### src/rtl/decode_issue_if.sv
// Instruction-in / issued-bundle-out handshake bundle of the decode/issue stage.
// slave: the stage itself; master: the upstream fetch and downstream ALU side.
interface decode_issue_if #(
  parameter int DATA_W = 32,
  parameter int REG_AW = 5
);
  logic              in_valid;
  logic              in_ready;
  logic [31:0]       in_instr;
  logic              out_valid;
  logic              out_ready;
  logic [DATA_W-1:0] out_op1;
  logic [DATA_W-1:0] out_op2;
  logic [DATA_W-1:0] out_imm;
  logic [5:0]        out_opcode;
  logic [5:0]        out_funct;
  logic [4:0]        out_shamt;
  logic              out_wreg;
  logic [REG_AW-1:0] out_waddr;

  modport slave (
    input  in_valid, in_instr, out_ready,
    output in_ready, out_valid, out_op1, out_op2, out_imm,
           out_opcode, out_funct, out_shamt, out_wreg, out_waddr
  );

  modport master (
    output in_valid, in_instr, out_ready,
    input  in_ready, out_valid, out_op1, out_op2, out_imm,
           out_opcode, out_funct, out_shamt, out_wreg, out_waddr
  );
endinterface

### src/rtl/decode_issue_stage.sv
// MIPS decode/issue stage with a pending-write scoreboard and RAW/WAW stall.
// Optional macro FWD_EN: forward write-back data to a pending source operand.
module decode_issue_stage #(
  parameter int DATA_W = 32,
  parameter int REG_AW = 5
) (
  input  logic              clk,
  input  logic              rst_n,
  decode_issue_if.slave     io,
  output logic [REG_AW-1:0] rb_ar1,
  output logic [REG_AW-1:0] rb_ar2,
  input  logic [DATA_W-1:0] rb_dr1,
  input  logic [DATA_W-1:0] rb_dr2,
  input  logic              wb_valid,
  input  logic [REG_AW-1:0] wb_addr,
  input  logic [DATA_W-1:0] wb_data
);
  localparam int NREG = 1 << REG_AW;

  logic [NREG-1:0]   sb, sb_nxt;
  logic [5:0]        opc_p0;
  logic [REG_AW-1:0] rs_p0, rt_p0, rd_p0, dst_p0;
  logic              use_rs_p0, use_rt_p0, dst_vld_p0, wreg_p0;
  logic              byp1_p0, byp2_p0, haz_p0, issue_p0, slot_free_p0;
  logic [DATA_W-1:0] op1_p0, op2_p0;

  logic              vld_p1, wreg_p1;
  logic [DATA_W-1:0] op1_p1, op2_p1, imm_p1;
  logic [5:0]        opc_p1, funct_p1;
  logic [4:0]        shamt_p1;
  logic [REG_AW-1:0] waddr_p1;

  function automatic logic signed [DATA_W-1:0] sext16(input logic signed [15:0] v);
    return DATA_W'(v);
  endfunction

  // Register 0 is hardwired, so it never counts as pending.
  function automatic logic pending(input logic [NREG-1:0] s, input logic [REG_AW-1:0] a);
    return (a != '0) && s[a];
  endfunction

  // Stage p0: decode, hazard detection, handshake
  always_comb begin
    opc_p0     = io.in_instr[31:26];
    rs_p0      = REG_AW'(io.in_instr[25:21]);
    rt_p0      = REG_AW'(io.in_instr[20:16]);
    rd_p0      = REG_AW'(io.in_instr[15:11]);
    use_rs_p0  = 1'b1;
    use_rt_p0  = 1'b0;
    dst_vld_p0 = 1'b1;
    dst_p0     = rt_p0;
    case (opc_p0)
      6'h00: begin
        use_rt_p0 = 1'b1;
        dst_p0    = rd_p0;
      end
      6'h02: begin
        use_rs_p0  = 1'b0;
        dst_vld_p0 = 1'b0;
      end
      6'h04, 6'h2B: begin
        use_rt_p0  = 1'b1;
        dst_vld_p0 = 1'b0;
      end
      default: ;
    endcase
    wreg_p0 = dst_vld_p0 && (dst_p0 != '0);
  end

  always_comb begin
`ifdef FWD_EN
    byp1_p0 = use_rs_p0 && pending(sb, rs_p0) && wb_valid && (wb_addr == rs_p0);
    byp2_p0 = use_rt_p0 && pending(sb, rt_p0) && wb_valid && (wb_addr == rt_p0);
`else
    byp1_p0 = 1'b0;
    byp2_p0 = 1'b0;
`endif
    // Destination check is strict: a WAW waits for the older write to commit.
    haz_p0 = (use_rs_p0 && pending(sb, rs_p0) && !byp1_p0)
          || (use_rt_p0 && pending(sb, rt_p0) && !byp2_p0)
          || (wreg_p0 && pending(sb, dst_p0));
    slot_free_p0 = !vld_p1 || io.out_ready;
    issue_p0     = io.in_valid && slot_free_p0 && !haz_p0;
    op1_p0       = byp1_p0 ? wb_data : rb_dr1;
    op2_p0       = byp2_p0 ? wb_data : rb_dr2;
  end

  always_comb begin
    sb_nxt = sb;
    if (wb_valid) sb_nxt[wb_addr] = 1'b0;
    if (issue_p0 && wreg_p0) sb_nxt[dst_p0] = 1'b1;
    sb_nxt[0] = 1'b0;
  end

  assign rb_ar1      = rs_p0;
  assign rb_ar2      = rt_p0;
  assign io.in_ready = slot_free_p0 && !haz_p0;

  // Stage p1: issued bundle register toward the ALU
  always_ff @(posedge clk or negedge rst_n) begin
    if (!rst_n) begin
      sb       <= '0;
      vld_p1   <= 1'b0;
      wreg_p1  <= 1'b0;
      op1_p1   <= '0;
      op2_p1   <= '0;
      imm_p1   <= '0;
      opc_p1   <= '0;
      funct_p1 <= '0;
      shamt_p1 <= '0;
      waddr_p1 <= '0;
    end else begin
      sb <= sb_nxt;
      if (issue_p0) begin
        vld_p1   <= 1'b1;
        wreg_p1  <= wreg_p0;
        op1_p1   <= op1_p0;
        op2_p1   <= op2_p0;
        imm_p1   <= sext16(io.in_instr[15:0]);
        opc_p1   <= opc_p0;
        funct_p1 <= io.in_instr[5:0];
        shamt_p1 <= io.in_instr[10:6];
        waddr_p1 <= wreg_p0 ? dst_p0 : '0;
      end else if (io.out_ready) begin
        vld_p1 <= 1'b0;
      end
    end
  end

  assign io.out_valid  = vld_p1;
  assign io.out_wreg   = wreg_p1;
  assign io.out_op1    = op1_p1;
  assign io.out_op2    = op2_p1;
  assign io.out_imm    = imm_p1;
  assign io.out_opcode = opc_p1;
  assign io.out_funct  = funct_p1;
  assign io.out_shamt  = shamt_p1;
  assign io.out_waddr  = waddr_p1;
endmodule

### src/flat_wrapper.sv
// flat-port wrapper written by rule: the top's interface ports become plain ports
module decode_issue_stage_flat 
#(
  parameter int DATA_W = 32,
  parameter int REG_AW = 5
)
  (clk, rst_n, rb_ar1, rb_ar2, rb_dr1, rb_dr2, wb_valid, wb_addr, wb_data, io_in_valid, io_in_instr, io_out_ready, io_in_ready, io_out_valid, io_out_op1, io_out_op2, io_out_imm, io_out_opcode, io_out_funct, io_out_shamt, io_out_wreg, io_out_waddr);
  decode_issue_if #(.DATA_W(DATA_W), .REG_AW(REG_AW)) io_i ();
  input  logic clk;
  input  logic rst_n;
  output logic [REG_AW-1:0] rb_ar1;
  output logic [REG_AW-1:0] rb_ar2;
  input  logic [DATA_W-1:0] rb_dr1;
  input  logic [DATA_W-1:0] rb_dr2;
  input  logic wb_valid;
  input  logic [REG_AW-1:0] wb_addr;
  input  logic [DATA_W-1:0] wb_data;
  input wire logic [$bits(io_i.in_valid)-1:0] io_in_valid;
  input wire logic [$bits(io_i.in_instr)-1:0] io_in_instr;
  input wire logic [$bits(io_i.out_ready)-1:0] io_out_ready;
  output wire logic [$bits(io_i.in_ready)-1:0] io_in_ready;
  output wire logic [$bits(io_i.out_valid)-1:0] io_out_valid;
  output wire logic [$bits(io_i.out_op1)-1:0] io_out_op1;
  output wire logic [$bits(io_i.out_op2)-1:0] io_out_op2;
  output wire logic [$bits(io_i.out_imm)-1:0] io_out_imm;
  output wire logic [$bits(io_i.out_opcode)-1:0] io_out_opcode;
  output wire logic [$bits(io_i.out_funct)-1:0] io_out_funct;
  output wire logic [$bits(io_i.out_shamt)-1:0] io_out_shamt;
  output wire logic [$bits(io_i.out_wreg)-1:0] io_out_wreg;
  output wire logic [$bits(io_i.out_waddr)-1:0] io_out_waddr;
  assign io_i.in_valid = io_in_valid;
  assign io_i.in_instr = io_in_instr;
  assign io_i.out_ready = io_out_ready;
  assign io_in_ready = io_i.in_ready;
  assign io_out_valid = io_i.out_valid;
  assign io_out_op1 = io_i.out_op1;
  assign io_out_op2 = io_i.out_op2;
  assign io_out_imm = io_i.out_imm;
  assign io_out_opcode = io_i.out_opcode;
  assign io_out_funct = io_i.out_funct;
  assign io_out_shamt = io_i.out_shamt;
  assign io_out_wreg = io_i.out_wreg;
  assign io_out_waddr = io_i.out_waddr;
  decode_issue_stage #(.DATA_W(DATA_W), .REG_AW(REG_AW)) u_core (.clk(clk), .rst_n(rst_n), .io(io_i), .rb_ar1(rb_ar1), .rb_ar2(rb_ar2), .rb_dr1(rb_dr1), .rb_dr2(rb_dr2), .wb_valid(wb_valid), .wb_addr(wb_addr), .wb_data(wb_data));
endmodule
### config.mk
export PLATFORM = sky130hd
export DESIGN_NAME = decode_issue_stage_flat
export DESIGN_NICKNAME = d
export VERILOG_FILES = /design/src/rtl/decode_issue_if.sv /design/src/rtl/decode_issue_stage.sv /design/src/flat_wrapper.sv
export SDC_FILE = /design/constraint.sdc
export NUM_CORES = 1
export LEC_CHECK = 0
export CAP_MARGIN = 10
export CORE_AREA = 2 2 125 127
export DETAILED_ROUTE_END_ITERATION = 10
export DIE_AREA = 0 0 127 129
export GPL_TIMING_DRIVEN = 0
export PLACE_DENSITY = 0.93
export SETUP_SLACK_MARGIN = 0.1
export SYNTH_ARGS = -nofsm -noshare
export SYNTH_HDL_FRONTEND = slang
export SYNTH_SLANG_ARGS = --single-unit
### constraint.sdc
create_clock -name clk -period 9.1 [get_ports clk]
set_input_delay 2.275 -clock clk [delete_from_list [all_inputs] [get_ports clk]]
set_output_delay 2.275 -clock clk [all_outputs]
set_load 0.005 [all_outputs]
==> impl_metrics.tcl <==
set metrics [dict create \
    synth_compound_area_share_pct 11.51 \
    final.setup.worst_slack_ps 598.9 \
    drc 0 \
    synth-edff-count 0 \
    start_kind "primary input" \
    cts_buffers 17 \
    p_per_area_nw_per_um2 273.5 \
    p_leak_uw 0.004277 \
    cts_hold_buffers 0 \
    syn_area_per_cell_um2 11.74 \
    root_buffer "clkbuf_16" \
    yosys.area_share.xor_xnor_pct 0.1243 \
    synth_area_leader_cell "dfrtp_1" \
    nFillCells 1092 \
    required_ps 6830 \
    finClkSkew_ps 17.09 \
    die_w_um 127 \
    hp-class "reg2reg" \
    grt_pass1_vias 6350 \
    final_common_cell "clkdlybuf4s50_1" \
    wire_per_inst_um 23.21 \
    mostFrequentLayoutCells "clkdlybuf4s50_1 (224), dfrtp_1 (124), mux2_4 (79)" \
    ys_types 66 \
    synth_area_leaders "dfrtp_1 (44%), mux2_4 (17%), o21ai_0 (5.0%)" \
    path_clk_slew_ps 60 \
    clkSinkCount 124 \
    grt_pass1_wl_um 37200 \
    status "finished, final reports clean" \
    cts_resized 0 \
    synth_top_area_share_pct 44.04 \
    finalSetupTns_ps 0 \
    place_ws_ps 717.8 \
    regArea_um2 3103 \
    tritoncts "built" \
    syn_nets 738 \
    vias_per_cell 5.855 \
    ant_nets 0 \
    grt_overflow 0 \
    worst_slew_pin_slew_ps 1186 \
    crit_path_max_fanout 10 \
    min_period_over_period_pct 93.42 \
    whs_ps 502.3 \
    dp_hpwl_um 17870 \
    synth_mux_area_share_pct 26.46 \
    ys_seq_area_share_pct 44.04 \
    final_hold_viol_count 0 \
    critPathKind "in2out" \
    drtPass1Iterations 5 \
    ys.flop_type "dfrtp_1" \
    syn_inst 600 \
    maxCapViolCount 0 \
    grt_max_degree 82 \
    async_flop_share_pct 100.0 \
    cts_max_path_buffers 2 \
    totalWireLength_um 24400 \
    start_util_pct 47.04 \
    row_count 45 \
    drt_iter0_drc 542 \
    placed_area_um2 9562 \
    io_buffers 225 \
    fin_nets 983 \
    fin_util_pct 68.12 \
    ctsHtreeMaxLevel 4 \
    arrival_ps 6230 \
    netlist_area_um2 7046 \
    design_area_um2 10200 \
    relSlewSlack_pct 20.22 \
    ys_seq_elements 124 \
    antenna_found_initial 4 \
    clk_latency_ps 420 \
    crit_path_end_kind "output port" \
    post_cts_buffers 0 \
    vias 6154 \
    dieArea_um2 16380 \
    synth_simple_gate_area_share_pct 10.12 \
    drive_gt1_share_pct 24.24 \
    yosys_warnings 0 \
    synth-adder-area-share_pct 0 \
    report.final.setup_viol 0 \
    gp_congestion 0.9848 \
    slew_viol_final 0 \
    rsz0062_at_grt "false" \
    timing.fmax_mhz 117.6 \
    die_h_um 129 \
    core_area_um2 14980 \
    synth_top_family_by_area "multiplexers" \
    irDropWorstVdd_v 0.0001824 \
    multi_input_area_um2 3397 \
    syn_to_final_growth_pct 44.81 \
    period_needed_ps 8501 \
    ioPinCount 269 \
    grt_usage_pct 30.41 \
]
-- logic make-up after synthesis --
family,count (synthesis)
mux,133
compound gates,129
simple gates,128
flops,124
buf+inv,85
xor+xnor,1
-- per-stage QoR --
stage	total power (µW)	cells
after detailed placement	2050	1014
after global routing	2911	1049
after CTS	2795	1046
after floorplan	1393	600
final	2790	1051
after global placement	2015	1013
-- worst paths after layout --
check	start	endpoint	slack [ps]	cells past startpoint
worst min register to register	u_core.io.out_opcode[0]	u_core.io.out_opcode[0]	500	1
worst max-delay path	io_in_instr[28]	io_in_ready	600	10
max in group asynchronous	rst_n	u_core.io.out_waddr[0]	6580	2
worst min-delay path	u_core.io.out_opcode[0]	u_core.io.out_opcode[0]	500	1
worst max register to register	u_core.sb[4]	u_core.io.out_imm[14]	6100	8
min in group asynchronous	rst_n	u_core.io.out_opcode[0]	1760	1
-- area by class of cell --
cell class                      count  share of cell area, %
Multi-Input combinational cell    391                  33.30
Timing Repair Buffer              226                  22.36
Antenna cell                        5                 0.1226
Tap cell                          188                  2.306
Clock buffer                       20                  4.574
Buffer                             77                  5.053
Sequential cell                   124                  30.41
Inverter                            8                 0.2943
Clock inverter                     12                  1.582
-- Yosys cell counts (2+ instances only) --
library cell,n
nor3_1,6
nand3b_1,7
o21ai_1,4
buf_1,2
o41ai_1,2
a22oi_1,3
nand2b_1,5
buf_4,38
or3_1,3
inv_1,8
nand2_1,26
o21ai_0,70
dfrtp_1,124
nor3b_1,2
mux2_2,19
or2_1,2
mux2_4,79
o31ai_1,4
a21boi_0,4
buf_6,10
a31oi_1,2
nor2b_1,4
mux2i_1,25
o31a_1,2
or4_1,2
a2bb2oi_1,3
a211oi_1,3
and2_1,4
nand4_1,10
mux4_2,9
or3b_2,3
nand3_1,32
a21oi_1,10
buf_2,7
nor2_1,13
clkbuf_1,20
o22ai_1,4
-- sequential cells by signal, summed over array words and instances (netlist names) --
register / flops
u_core.io.out_funct: 5
u_core.io.out_waddr: 5
u_core.io.out_op2: 32
u_core.io.out_opcode: 6
u_core.io.out_op1: 32
u_core.io.out_shamt: 4
u_core.sb: 31
u_core.io.out_imm: 7
u_core.io.out_wreg: 1
u_core.io.out_valid: 1
-- critical path: stages --
cell and delay [ps]:
clkdlybuf4s50_1 540, nor4_4 710, nand2_1 200, buf_2 250
o31ai_1 960, a21oi_1 220, nand4_1 290, nor3_1 140
nor2_1 120, clkdlybuf4s50_1 510
-- metal layers --
metal / share of wire, % / vias to the layer above / GRT usage, % / routed length [µm]
met5: 0 / - / 0 / 0
met4: 4.6 / 0 / 15.00 / 1125
met3: 11 / 78 / 10.52 / 2628
met2: 49 / 417 / 50.79 / 12030
met1: 35 / 2986 / 35.14 / 8618
li1: - / 2673 / - / -
-- report_power, final --
group / switching, µW / internal, µW
sequential: 188 / 754
combinational: 369 / 760
clock: 264 / 454
Note: power is estimated with default switching activity, not from simulation.
